$ cat config.mk
export PLATFORM = sky130hd
export DESIGN_NAME = pattern_gen
export DESIGN_NICKNAME = d
export VERILOG_FILES = /design/src/rtl/pattern_gen.sv
export SDC_FILE = /design/constraint.sdc
export NUM_CORES = 1
export LEC_CHECK = 0
export ABC_AREA = 1
export CORE_UTILIZATION = 45
export CTS_CLUSTER_DIAMETER = 100
export CTS_CLUSTER_SIZE = 24
export DETAILED_ROUTE_END_ITERATION = 10
export GPL_TIMING_DRIVEN = 1
export PLACE_DENSITY = 0.65
export SYNTH_ARGS = -nofsm -noshare
export SYNTH_HDL_FRONTEND = slang
export SYNTH_SLANG_ARGS = --single-unit
export TNS_END_PERCENT = 20
$ cat constraint.sdc
create_clock -name DCLK -period 2.2 [get_ports DCLK]
set_input_delay 0.33 -clock DCLK [delete_from_list [all_inputs] [get_ports DCLK]]
set_output_delay 0.33 -clock DCLK [all_outputs]
set_load 0.005 [all_outputs]
$ cat src/rtl/pattern_gen.sv
// Video test-pattern generator: re-times sync/DE by one dot clock and paints bars, ramp, checkerboard or border.
// Optional PATGEN_SCROLL_EN adds a frame counter that scrolls the ramp and checkerboard horizontally.
module pattern_gen (
    input  logic       DCLK,
    input  logic       DRST,
    input  logic [1:0] RESOL,
    input  logic [1:0] PATSEL,
    input  logic       HSYNC_X_IN,
    input  logic       VSYNC_X_IN,
    input  logic       PREDE_IN,
    output logic       DSP_HSYNC_X,
    output logic       DSP_VSYNC_X,
    output logic       DSP_DE,
    output logic [7:0] DSP_R,
    output logic [7:0] DSP_G,
    output logic [7:0] DSP_B
);

    localparam int unsigned CW   = 11;
    localparam int unsigned BW   = 8;
    localparam logic [CW-1:0] CMAX = '1;

    typedef enum logic {S_WAIT, S_RUN} state_t;

    state_t        state;
    logic          vs_prev;
    logic          de_prev;
    logic [CW-1:0] xcnt;
    logic [CW-1:0] ycnt;
    logic [CW-1:0] last_line;
    logic [1:0]    patsel_sh;
    logic [1:0]    resol_sh;
    logic [BW-1:0] bar_pos;
    logic [2:0]    bar_idx;

    logic          vs_fall;
    logic          de_fall;
    logic [CW-1:0] active_w;
    logic [BW-1:0] bar_w;
    logic [7:0]    pat_x;
    logic [23:0]   pix_rgb;

    assign vs_fall = vs_prev & ~VSYNC_X_IN;
    assign de_fall = de_prev & ~PREDE_IN;

`ifdef PATGEN_SCROLL_EN
    logic [7:0] fcnt;
    // Only the low byte of (XCNT+FCNT) mod 2048 is ever looked at
    assign pat_x = xcnt[7:0] + fcnt;
`else
    assign pat_x = xcnt[7:0];
`endif

    // Active width and bar width for the frame's shadowed resolution
    always_comb begin
        active_w = CW'(640);
        bar_w    = BW'(80);
        case (resol_sh)
            2'b00: begin active_w = CW'(640);  bar_w = BW'(80);  end
            2'b01: begin active_w = CW'(800);  bar_w = BW'(100); end
            2'b10: begin active_w = CW'(1024); bar_w = BW'(128); end
            2'b11: begin active_w = CW'(1280); bar_w = BW'(160); end
            default: ;
        endcase
    end

    // Pixel colour for the current XCNT/YCNT
    always_comb begin
        pix_rgb = 24'h000000;
        case (patsel_sh)
            2'b00: pix_rgb = {{8{~bar_idx[1]}}, {8{~bar_idx[2]}}, {8{~bar_idx[0]}}};
            2'b01: pix_rgb = {pat_x, pat_x, pat_x};
            2'b10: pix_rgb = (pat_x[5] ^ ycnt[5]) ? 24'h000000 : 24'hFFFFFF;
            2'b11: begin
                if (ycnt == '0 || ycnt == last_line || xcnt == '0 || xcnt == active_w - CW'(1))
                    pix_rgb = 24'hFFFFFF;
                else
                    pix_rgb = 24'h0000FF;
            end
            default: ;
        endcase
    end

    always_ff @(posedge DCLK) begin
        if (DRST) begin
            state       <= S_WAIT;
            vs_prev     <= 1'b0;
            de_prev     <= 1'b0;
            xcnt        <= '0;
            ycnt        <= '0;
            last_line   <= '0;
            patsel_sh   <= 2'b00;
            resol_sh    <= 2'b00;
            bar_pos     <= '0;
            bar_idx     <= '0;
            DSP_HSYNC_X <= 1'b1;
            DSP_VSYNC_X <= 1'b1;
            DSP_DE      <= 1'b0;
            DSP_R       <= '0;
            DSP_G       <= '0;
            DSP_B       <= '0;
`ifdef PATGEN_SCROLL_EN
            fcnt        <= '0;
`endif
        end else begin
            DSP_HSYNC_X <= HSYNC_X_IN;
            DSP_VSYNC_X <= VSYNC_X_IN;
            vs_prev     <= VSYNC_X_IN;
            de_prev     <= PREDE_IN;

            case (state)
                S_WAIT:  if (vs_fall) state <= S_RUN;
                S_RUN:   state <= S_RUN;
                default: state <= S_WAIT;
            endcase

            // Output blank until the first frame boundary has been seen
            if (PREDE_IN && state == S_RUN) begin
                DSP_DE <= 1'b1;
                {DSP_R, DSP_G, DSP_B} <= pix_rgb;
            end else begin
                DSP_DE <= 1'b0;
                {DSP_R, DSP_G, DSP_B} <= 24'h000000;
            end

            if (!PREDE_IN)
                xcnt <= '0;
            else if (xcnt != CMAX)
                xcnt <= xcnt + CW'(1);

            // Frame clear takes priority over a coincident line increment
            if (vs_fall)
                ycnt <= '0;
            else if (de_fall && ycnt != CMAX)
                ycnt <= ycnt + CW'(1);

            if (vs_fall) begin
                patsel_sh <= PATSEL;
                resol_sh  <= RESOL;
                last_line <= (state == S_RUN && ycnt != '0) ? ycnt - CW'(1) : '0;
`ifdef PATGEN_SCROLL_EN
                if (state == S_RUN)
                    fcnt <= fcnt + 8'd1;
`endif
            end

            if (!PREDE_IN) begin
                bar_pos <= '0;
                bar_idx <= '0;
            end else if (bar_pos == bar_w - BW'(1)) begin
                bar_pos <= '0;
                if (bar_idx != 3'd7)
                    bar_idx <= bar_idx + 3'd1;
            end else begin
                bar_pos <= bar_pos + BW'(1);
            end
        end
    end

endmodule

* Word-level counts from Yosys, hierarchy flattened
Cells that the tools add are included.
** Storage, ports and cells
- Register bits after elaboration :: 78
- Output and inout port bits :: 27
- Word-level logic and storage cells :: 70
** Cells by class
- Add/subtract/negate cells :: 7
- Multiplexer cells :: 9
- Equality and inequality tests :: 12
- Reduce and logical (&&, ||, !) cells :: 16
- Bitwise gates (word level) :: 10
** Operators by type and width (number)
- $pmux W24 S4 :: 1
- $mux W24 :: 2
- $pmux W11 S4 :: 1
- $pmux W8 S4 :: 1
- $add A11 B1 Y11 const B :: 2
- $eq A11 B11 Y1 :: 2
- $logic_not A11 Y1 :: 2
- $ne A11 B11 Y1 const B :: 2
- $sub A11 B1 Y11 const B :: 2
- $mux W11 :: 1
- $reduce_bool A11 Y1 :: 1
- $add A8 B1 Y8 const B :: 1
- $eq A2 B2 Y1 const B :: 4
- $eq A8 B8 Y1 :: 1
- $sub A8 B1 Y8 const B :: 1
- $not A1 Y1 :: 7
- $reduce_or A2 Y1 :: 3
- $eq A2 B1 Y1 const B :: 2
- $logic_not A2 Y1 :: 2
- $add A3 B1 Y3 const B :: 1
- $logic_and A1 B1 Y1 :: 3
- $logic_or A1 B1 Y1 :: 3
- $ne A3 B3 Y1 const B :: 1
- $reduce_or A3 Y1 :: 1
- 5 further kinds :: 7

* Depth between registers and ports, before layout
Gate-level depths: netlist of the first run.
- Depth in word-level cells :: 7
- Mapped depth :: 13
- Mapped depth without buffers :: 12

* Least setup slack after synthesis of the first run
OpenSTA, ideal clock, no wires.
- Path kind :: register -> register
- Start :: reg resol_sh[1]
- End :: reg bar_idx[1]
- Required time :: 2087 ps
- Setup time :: 113 ps
- Slack :: 518 ps
- Arrival :: 1569 ps
- Cell stages (with the launch flop) :: 12
- Period minus slack after synthesis :: 1682 ps
- Cells stage by stage :: dfxtp_1 inv_1 ha_1 inv_1 nand2_1 nand2_1 nor3_1 nand2_1 or2_1 buf_6 nor2_1 nor2_1
** On the way
- Word-level cells in the longest chain between the ends :: 5
- Elaborated cells between the ends (all ways) :: 8
** Ends and longest elaborated chain
- start, declared :: RTL line 32 : logic [1:0] resol_sh;
- start signal, assigned :: RTL line 93 : resol_sh <= 2'b00;
- start signal, assigned :: RTL line 139 : resol_sh <= RESOL;
- $eq A2 B2 Y1 (tied with other cells) :: RTL line 58 : case (resol_sh)
- $pmux W8 S4 * :: RTL line 58
- $sub A8 B1 Y8 * :: RTL line 150 : end else if (bar_pos == bar_w - BW'(1)) begin
- $eq A8 B8 Y1 * :: RTL line 150
- $reduce_and A2 Y1 (no source line) *
- end signal, assigned :: RTL line 153 : bar_idx <= bar_idx + 3'd1;
- end, declared :: RTL line 34 : logic [2:0] bar_idx;
Every way passes the cells marked *; elsewhere a longest branch is shown, timed or not. The select of a mux whose other input is x is not followed.
A chain may end at the register's enable or synchronous reset.

* Worst setup path after layout of the first run
- Start :: reg resol_sh[1]
- End :: reg bar_idx[0]
The elaborated chain is that of the path after synthesis.

==> results of run 1 <==
==> cell families after synthesis <==
kind of cell / count (synthesis)
and+or+nand+nor: 230
buffers and inverters: 103
DFF: 78
AOI/OAI and AO/OA: 58
xor gates and xnor gates: 30
adders and majority gates: 10
==> worst paths after layout <==
kind | endpoint | from | cells after the start | slack (ns)
setup / recovery | bar_idx[0]$_SDFFE_PP0P_ | resol_sh[1]$_SDFFE_PP0P_ | 11 | 0.28
hold / removal | bar_pos[0]$_SDFF_PP0_ | bar_pos[0]$_SDFF_PP0_ | 1 | 0.46
setup reg to reg | bar_idx[0]$_SDFFE_PP0P_ | resol_sh[1]$_SDFFE_PP0P_ | 11 | 0.28
hold reg to reg | bar_pos[0]$_SDFF_PP0_ | bar_pos[0]$_SDFF_PP0_ | 1 | 0.46
==> per-stage QoR <==
stage	hold slack, ns	power [W]	cell area (um^2)
4_1_cts	0.470	0.00274	4350
3_5_place_dp	0.458	0.00168	4160
6_report	0.462	0.00271	4350
3_3_place_gp	0.433	0.00168	4160
2_1_floorplan	0.399	0.00161	3760
5_1_grt	0.485	0.00283	4350
==> synth_stat cells, drive strengths merged <==
cell type	number	area, um^2
nand3	35	195
nor3b	1	7.51
xor2	18	158
clkbuf	1	3.75
a211oi	2	15.0
o31ai	8	60.1
a21oi	24	131
inv	90	343
buf	12	95.1
nand4	5	31.3
dfxtp	78	1560
nor3	17	106
o21ai	19	103
xnor2	12	105
a32o	1	10.0
or2	4	25.0
o22ai	4	25.0
nor2	56	218
nand2	112	443
ha	10	125
==> state kept, by name (all words and copies together) (netlist names), 3 cells and up <==
signal,count
DSP_R,8
xcnt,11
ycnt,11
bar_pos,8
DSP_G,8
DSP_B,8
last_line,11
bar_idx,3
==> layer usage <==
layer  wire (um)  track usage  vias to the layer above
met3         281       0.0439                       12
met1        3530        0.232                     1435
met5           0            0                        -
met2        3690        0.346                       56
met4         150       0.0718                        0
li1            -            -                     1651
==> report_power, final <==
part	total, W	switching, W	internal (W)
combinational	0.000199	0.000118	0.0000814
sequential	0.00145	0.0000147	0.00143
clock	0.00107	0.000541	0.000525
total	0.00271	0.000674	0.00204
==> area by class of cell <==
type,instances,share of cell area
clock buffers,9,0.0284
flip-flops and latches,78,0.359
multi-input cells,328,0.404
inverters,90,0.0787
clock inverters,7,0.0172
repair buffers,37,0.0839
well taps,102,0.0293
==> results.py, run 1 <==
metrics = {
    "outcome": {
        "outcome": "finished, final reports clean",
    },
    "grt": {
        "grt_usage": 0.196,
        "overflow": 0,
        "grt_max_degree": 26,
        "grt_pass1_wl_um": 13600,
        "antenna_found_initial": 0,
        "grt_pass1_vias": 3040,
    },
    "sta": {
        "tightestPinTransition_ns": 0.943,
        "period_minus_slack_ns": 1.92,
        "slew_headroom": 0.366,
        "rsz0062_at_grt": "no",
        "finalSetupViolCount": 0,
        "tns_ns": 0,
        "hold_viol_final": 0,
        "skew_ns": 0.0109,
        "drv_slew": 0,
        "fin_crit_sh": 0.872,
        "max_freq_mhz": 521,
        "final.setup.worst_slack_ns": 0.282,
    },
    "cts": {
        "post_cts_buffers": 0,
        "cts_tree": "yes",
        "clockBufferDepth": 2,
        "clk_pin_slew_worst_paths_ns": 0.08,
        "htreeDepth": 3,
        "ctsResizeCount": 0,
        "cts_sinks": 78,
        "clk_latency_ns": 0.35,
        "cts-buffers-inserted": 9,
        "cts-root-buf": "clkbuf_8",
        "cts_hold_buf": 0,
    },
    "placement": {
        "place_inst": 635,
        "dp_hpwl_um": 5830,
        "routabilityCongestion": 0.871,
        "port_buffers": 35,
        "dp_slack_ns": 0.266,
    },
    "floorplanning": {
        "fp-row-count": 32,
        "dieArea_um2": 8730,
        "ioPinCount": 36,
        "start_util": 0.477,
        "die_w_um": 93.4,
        "placeableCoreArea_um2": 7890,
        "die_y_um": 93.4,
    },
    "drt": {
        "vias_per_cell": 4.84,
        "route.detailed.drc": 0,
        "post_drt_wl_per_cell_um": 11.8,
        "vias": 3154,
        "wl_um": 7660,
        "final_antenna_net_count": 0,
        "drt_iter0_markers": 106,
        "drt_pass1_iterations": 4,
    },
    "cells_and_area": {
        "final_cells": 651,
        "syn2layout_area_growth_pct": 15.8,
        "multiInputGateArea_um2": 1760,
        "fin_nets": 563,
        "num_antenna_cells": 0,
        "final_util": 0.552,
        "layout_common_cells": "nand2_1 (107), inv_1 (85), dfxtp_1 (78)",
        "drive_gt1_frac": 0.0838,
        "final_common_cell": "nand2_1",
        "seqCellArea_um2": 1560,
        "n_fill_cell": 751,
    },
    "yosys": {
        "synthCells": 509,
        "synth_fa_ha_area_frac": 0.0333,
        "syn-num-nets": 528,
        "yosysWarnings": 0,
        "yosys.area_share.simple": 0.273,
        "postSynthAreaPerCell_um2": 7.39,
        "synth.yosys.seq_area_share": 0.415,
        "synth_top_family_by_area": "simple AND/OR/NAND/NOR gates",
        "synth_area_um2": 3760,
        "synth.area.mux_share": 0,
        "ys_ff_latch": 78,
        "synth_cell_types": 34,
        "synthXorXnorAreaFrac": 0.0699,
        "synth_compound_area_frac": 0.0915,
    },
    "power_and_ir_drop": {
        "irDropWorstVdd_v": 0.000474,
        "leakagePower_nw": 1.99,
        "pwr_density_cell_nw_per_um2": 623,
    },
    "worst_setup_path": {
        "worstPathRequired_ns": 2.49,
        "critPathBufInv": 2,
        "end_kind": "flip-flop",
        "cp_max_fo": 6,
        "crit_path_top_delay_cell": "dfxtp_1",
        "critPathKind": "reg -> reg",
        "worst_path_most_repeated_cell": "nand2_1",
        "critPathLaunchType": "flip-flop",
        "arrival_ns": 2.21,
        "slowest_delay_ns": 0.41,
        "cp_top_family": "simple AND/OR/NAND/NOR gates",
        "worstPathCellList": "inv_1 -> ha_1 -> inv_1 -> nand2_1 -> nand2_1 -> nor3_1 -> nand2_1 -> or2_1 -> nand2_1 -> nand2_1 -> nor2_1",
    },
    "run": {
        "drv_cap": 0,
    },
    "hold_path": {
        "min_path_type": "reg -> reg",
    },
}
(Power assumes the default switching activity.)
==> run 2: changes to the inputs <==
Settings changed: CORE_ASPECT_RATIO from default to 0.75, CTS_BUF_LIST from default to sky130_fd_sc_hd__clkbuf_2.
==> run 2 against run 1 <==
- final cell count increased by 0.46%
- flip-flop and latch count unchanged
- global-route usage increased by 0.16 points
- via count decreased by 0.29%
- design area decreased by 1.4%
- routed wire length increased by 4.7%
- worst hold slack got worse by 0.13 ns
- sequential power about the same
- non-clock buffer count increased by 2
- sequential share of layout area increased by 0.49 points
- first-iteration DRC count increased by 72%
==> results.py, run 2 (same netlist as run 1, synthesis figures left out) <==
metrics = {
    "outcome": {
        "outcome": "finished, final reports clean",
    },
    "sta": {
        "period_minus_slack_ns": 1.85,
        "fin_crit_sh": 0.839,
        "hold_viol_final": 0,
        "rsz0062_at_grt": "no",
        "tns_ns": 0,
        "final.setup.worst_slack_ns": 0.355,
        "slew_headroom": 0.405,
        "max_freq_mhz": 542,
        "skew_ns": 0.0294,
        "finalSetupViolCount": 0,
        "drv_slew": 0,
        "tightestPinTransition_ns": 0.886,
    },
    "cells_and_area": {
        "fin_nets": 565,
        "num_antenna_cells": 0,
        "design_area_um2": 4300,
        "layout_common_cells": "nand2_1 (107), inv_1 (85), dfxtp_1 (78)",
        "final_common_cell": "nand2_1",
        "reg.largest.list": "last_line (11), xcnt (11), ycnt (11)",
        "syn2layout_area_growth_pct": 14.2,
        "drive_gt1_frac": 0.0820,
    },
    "worst_setup_path": {
        "end_kind": "flip-flop",
        "r2r-start": "ycnt[0]$_SDFFE_PP0P_",
        "critPathLaunchType": "flip-flop",
        "critPathKind": "reg -> reg",
        "reg2reg_slack_ns": 0.35,
        "worstPathRequired_ns": 2.68,
        "crit_end": "ycnt[6]$_SDFFE_PP0P_",
        "r2r_cells": 10,
        "cp-startpoint": "ycnt[0]$_SDFFE_PP0P_",
        "r2r_end": "ycnt[6]$_SDFFE_PP0P_",
        "arrival_ns": 2.32,
        "cp_max_fo": 10,
    },
    "power_and_ir_drop": {
        "finalPower_w": 0.00250,
        "switching_share": 0.248,
        "power_frac_seq": 0.581,
        "switchingPower_w": 0.000618,
        "pwr_density_cell_nw_per_um2": 582,
        "clkPwrFrac": 0.337,
        "leakagePower_nw": 1.98,
        "comb_power_share": 0.081,
        "irDropWorstVdd_v": 0.000327,
        "internal_power_w": 0.00188,
    },
    "drt": {
        "wl_um": 8020,
        "route.detailed.drc": 0,
        "drt_iter0_markers": 182,
        "vias": 3145,
        "drt_pass1_iterations": 4,
        "final_antenna_net_count": 0,
        "post_drt_wl_per_cell_um": 12.3,
        "vias_per_cell": 4.81,
    },
    "placement": {
        "routabilityCongestion": 0.840,
        "placed_area_um2": 4170,
        "dp_hpwl_um": 6040,
        "dp_slack_ns": 0.267,
        "port_buffers": 35,
    },
    "grt": {
        "overflow": 0,
        "grt_pass1_vias": 2829,
        "grt_usage": 0.198,
        "grt_max_degree": 26,
        "grt_pass1_wl_um": 13200,
        "antenna_found_initial": 0,
    },
    "cts": {
        "clk_pin_slew_worst_paths_ns": 0.21,
        "cts_sinks": 78,
        "clockBufferDepth": 2,
        "ctsResizeCount": 0,
        "cts_tree": "yes",
        "cts-root-buf": "clkbuf_2",
        "clk_latency_ns": 0.54,
        "post_cts_buffers": 0,
        "cts_hold_buf": 0,
        "cts-buffers-inserted": 9,
        "htreeDepth": 3,
    },
    "floorplanning": {
        "fp-row-count": 28,
        "placeableCoreArea_um2": 7990,
        "die_y_um": 81.2,
        "dieArea_um2": 8730,
        "start_util": 0.471,
        "die_w_um": 108,
        "ioPinCount": 36,
    },
    "hold_path": {
        "min_path_type": "in -> reg",
    },
    "run": {
        "drv_cap": 0,
    },
}
==> run 2: how the worst min path moves through the flow <==
stage / startpoint / end / slack, ns / depth (start not counted)
2_1_floorplan: DRST / state$_SDFF_PP0_ / 0.40 / 1
5_1_grt: VSYNC_X_IN / DSP_VSYNC_X$_SDFF_PP1_ / 0.30 / 3
4_1_cts: VSYNC_X_IN / DSP_VSYNC_X$_SDFF_PP1_ / 0.30 / 3
3_5_place_dp: bar_pos[0]$_SDFF_PP0_ / bar_pos[0]$_SDFF_PP0_ / 0.45 / 1
3_3_place_gp: bar_pos[0]$_SDFF_PP0_ / bar_pos[0]$_SDFF_PP0_ / 0.44 / 1
6_report: VSYNC_X_IN / DSP_VSYNC_X$_SDFF_PP1_ / 0.33 / 3
==> run 2: area by class of cell <==
class                   instances  area [um^2]
inverters                      90          343
clock inverters                 5         76.3
flip-flops and latches         78         1560
clock buffers                   9         45.0
repair buffers                 39          380
well taps                     105          131
multi-input cells             328         1760
fillers                       807         3690
==> run 2: stage by stage <==
stage	hold slack, ns	utilization	cells
after global placement	0.436	0.523	640
after global routing	0.301	0.538	654
final	0.334	0.538	654
after detailed placement	0.450	0.523	640
after CTS	0.296	0.538	654
after floorplan	0.399	-	509
==> run 2: power groups by stage <==
stage	Combinational [W]	Clock, W	Sequential (W)
after floorplan	0.000130	0	0.00148
after global placement	0.000200	0	0.00148
after detailed placement	0.000202	0	0.00148
after CTS	0.000203	0.000872	0.00145
after global routing	0.000227	0.000937	0.00146
final	0.000203	0.000843	0.00145
==> run 2: critical path: stages (launching register included) <==
cell and delay, ns:
dfxtp_1 0.48, ha_1 0.30, nand3_2 0.15, nor3_4 0.21, nand4_1 0.16, nand2_4 0.17, inv_4 0.08, nand3_2 0.08
nand2_1 0.05, nand2_1 0.05, nor2_1 0.03
==> run 2: per-layer routing <==
| layer | global-route usage | wire (um) |
|---|---|---|
| met3 | 0.0626 | 479 |
| met4 | 0.0479 | 101 |
| met2 | 0.302 | 3270 |
| met1 | 0.271 | 4160 |
| met5 | 0 | 0 |
==> run 3: changes to the inputs <==
Settings changed: PLACE_DENSITY 0.65 to 0.68.
Clock period 2.2 ns to 1.5 ns, I/O delays scaled along.
==> run 3 against run 2 <==
- the flow now finishes with violations (setup timing)
- design area rose by 15%
- global-route usage rose by 1.9 points
- register-to-register slack got worse by 0.48 ns
- maximum frequency rose by 13%
- sequential share of layout area fell by 4.0 points
- via count rose by 7.6%
- setup slack got worse by 0.48 ns
- die area did not move
- flip-flop and latch count did not move
- critical endpoint is now bar_pos[3]$_SDFF_PP0_
- largest power group unchanged
==> results.py, run 3 (same netlist as run 1, synthesis figures left out) <==
metrics = {
    "outcome": {
        "outcome": "finished, violations left",
        "failed_checks": "setup timing",
    },
    "placement": {
        "dp_hpwl_um": 6500,
        "port_buffers": 35,
        "placed_area_um2": 4560,
        "dp_slack_ns": -0.142,
        "routabilityCongestion": 0.847,
    },
    "worst_setup_path": {
        "worstPathCellList": "ha_1 -> or2_2 -> nand2_1 -> nor3_2 -> nand2_1 -> buf_4 -> nand2_2 -> nor3b_1",
        "arrival_ns": 2.10,
        "critPathKind": "reg -> reg",
        "worstPathRequired_ns": 1.97,
        "critPathLaunchType": "flip-flop",
        "slowest_delay_ns": 0.40,
        "cp_max_fo": 8,
        "worst_path_most_repeated_cell": "nand2_1",
        "end_kind": "flip-flop",
        "crit_path_top_delay_cell": "dfxtp_4",
    },
    "cells_and_area": {
        "drive_gt1_frac": 0.244,
        "fin_nets": 618,
        "layout_common_cells": "nand2_1 (100), inv_1 (79), dfxtp_1 (62)",
        "reg.largest.list": "last_line (11), xcnt (11), ycnt (11)",
        "n_fill_cell": 756,
        "num_antenna_cells": 0,
        "syn2layout_area_growth_pct": 30.9,
        "design_area_um2": 4920,
        "final_common_cell": "nand2_1",
    },
    "cts": {
        "clk_latency_ns": 0.56,
        "cts_tree": "yes",
        "clk_pin_slew_worst_paths_ns": 0.21,
        "cts_sinks": 78,
        "cts-root-buf": "clkbuf_2",
        "htreeDepth": 3,
        "clockBufferDepth": 2,
        "cts_hold_buf": 0,
        "cts-buffers-inserted": 9,
    },
    "floorplanning": {
        "ioPinCount": 36,
        "start_util": 0.471,
        "die_y_um": 81.2,
        "dieArea_um2": 8730,
        "die_w_um": 108,
        "placeableCoreArea_um2": 7990,
        "fp-row-count": 28,
    },
    "run": {
        "drv_cap": 0,
    },
    "grt": {
        "grt_pass1_vias": 3169,
        "grt_pass1_wl_um": 14500,
        "overflow": 0,
        "antenna_found_initial": 0,
        "grt_usage": 0.217,
        "grt_max_degree": 26,
    },
    "hold_path": {
        "min_path_type": "in -> reg",
    },
    "drt": {
        "vias": 3384,
        "drt_iter0_markers": 199,
        "drt_pass1_iterations": 5,
        "route.detailed.drc": 0,
        "final_antenna_net_count": 0,
        "post_drt_wl_per_cell_um": 12.4,
        "wl_um": 8780,
        "vias_per_cell": 4.78,
    },
    "sta": {
        "drv_slew": 0,
        "tightestPinTransition_ns": 0.521,
        "final.setup.worst_slack_ns": -0.128,
        "finalSetupViolCount": 30,
        "slew_headroom": 0.651,
        "fin_crit_sh": 1.09,
        "rsz0062_at_grt": "yes",
        "hold_viol_final": 0,
        "max_freq_mhz": 614,
        "period_minus_slack_ns": 1.63,
        "skew_ns": 0.0335,
    },
    "power_and_ir_drop": {
        "pwr_density_cell_nw_per_um2": 760,
        "leakagePower_nw": 2.39,
        "irDropWorstVdd_v": 0.000789,
    },
}
-- run 3: cell count changes in the layout (fill, tap and decap cells not counted), moves of 9 or more --
cell             previous run  this run
dlygate4sd2_1               0        27
nand3_1                    31        22
clkdlybuf4s50_1            35         8
dfxtp_2                     0        11
buf_4                       4        54
dfxtp_1                    78        62
-- run 3: area by class of cell --
class                   count  area [um^2]  area share
clock buffers              10         50.0      0.0102
repair buffers             91          753       0.153
multi-input cells         329         1970       0.400
clock inverters             5         75.1      0.0152
well taps                 105          131      0.0267
flip-flops and latches     78         1590       0.324
inverters                  90          353      0.0716
-- run 3: path summary, 6_finish.rpt --
kind,from,end,slack (ns),cells past startpoint
worst max-delay path,resol_sh[0]$_SDFFE_PP0P_,bar_pos[3]$_SDFF_PP0_,-0.13,8
worst min-delay path,HSYNC_X_IN,DSP_HSYNC_X$_SDFF_PP1_,0.21,2
worst max register to register,resol_sh[0]$_SDFFE_PP0P_,bar_pos[3]$_SDFF_PP0_,-0.13,8
worst min register to register,bar_pos[0]$_SDFF_PP0_,bar_pos[0]$_SDFF_PP0_,0.47,1
-- run 3: power breakdown --
part	internal [W]	switching [W]
Sequential	0.00210	0.0000233
Clock	0.000538	0.000699
Combinational	0.000165	0.000211
-- run 3: timing repair --
item	4_1_cts	5_1_grt
setup endpoints to repair	72	61
setup buffers	3	2
pin swaps	5	14
resized for setup	53	40
cloned	0	1
-- run 3: metal layers --
layer | wire length, um | track usage
met5 | 0 | 0
met4 | 121 | 0.0781
met3 | 440 | 0.0522
met2 | 3760 | 0.335
met1 | 4460 | 0.296
-- run 3: metrics by stage --
| step | std cells | util | hold slack [ns] | TNS, ns | power, W |
|---|---|---|---|---|---|
| after floorplan | 509 | - | 0.294 | -0.185 | 0.00237 |
| after global placement | 687 | 0.570 | 0.434 | -1.76 | 0.00251 |
| after detailed placement | 687 | 0.570 | 0.449 | -2.11 | 0.00251 |
| after CTS | 705 | 0.595 | 0.173 | -1.66 | 0.00376 |
| after global routing | 708 | 0.617 | 0.196 | -7.58 | 0.00392 |
| final | 708 | 0.617 | 0.214 | -2.18 | 0.00374 |
-- run 3: critical path: cells and delay by family (launching register included) --
family	cells	cell delay [ns]
and+or+nand+nor	6	0.80
buffers and inverters	1	0.11
DFF	1	0.40
adders and majority gates	1	0.25
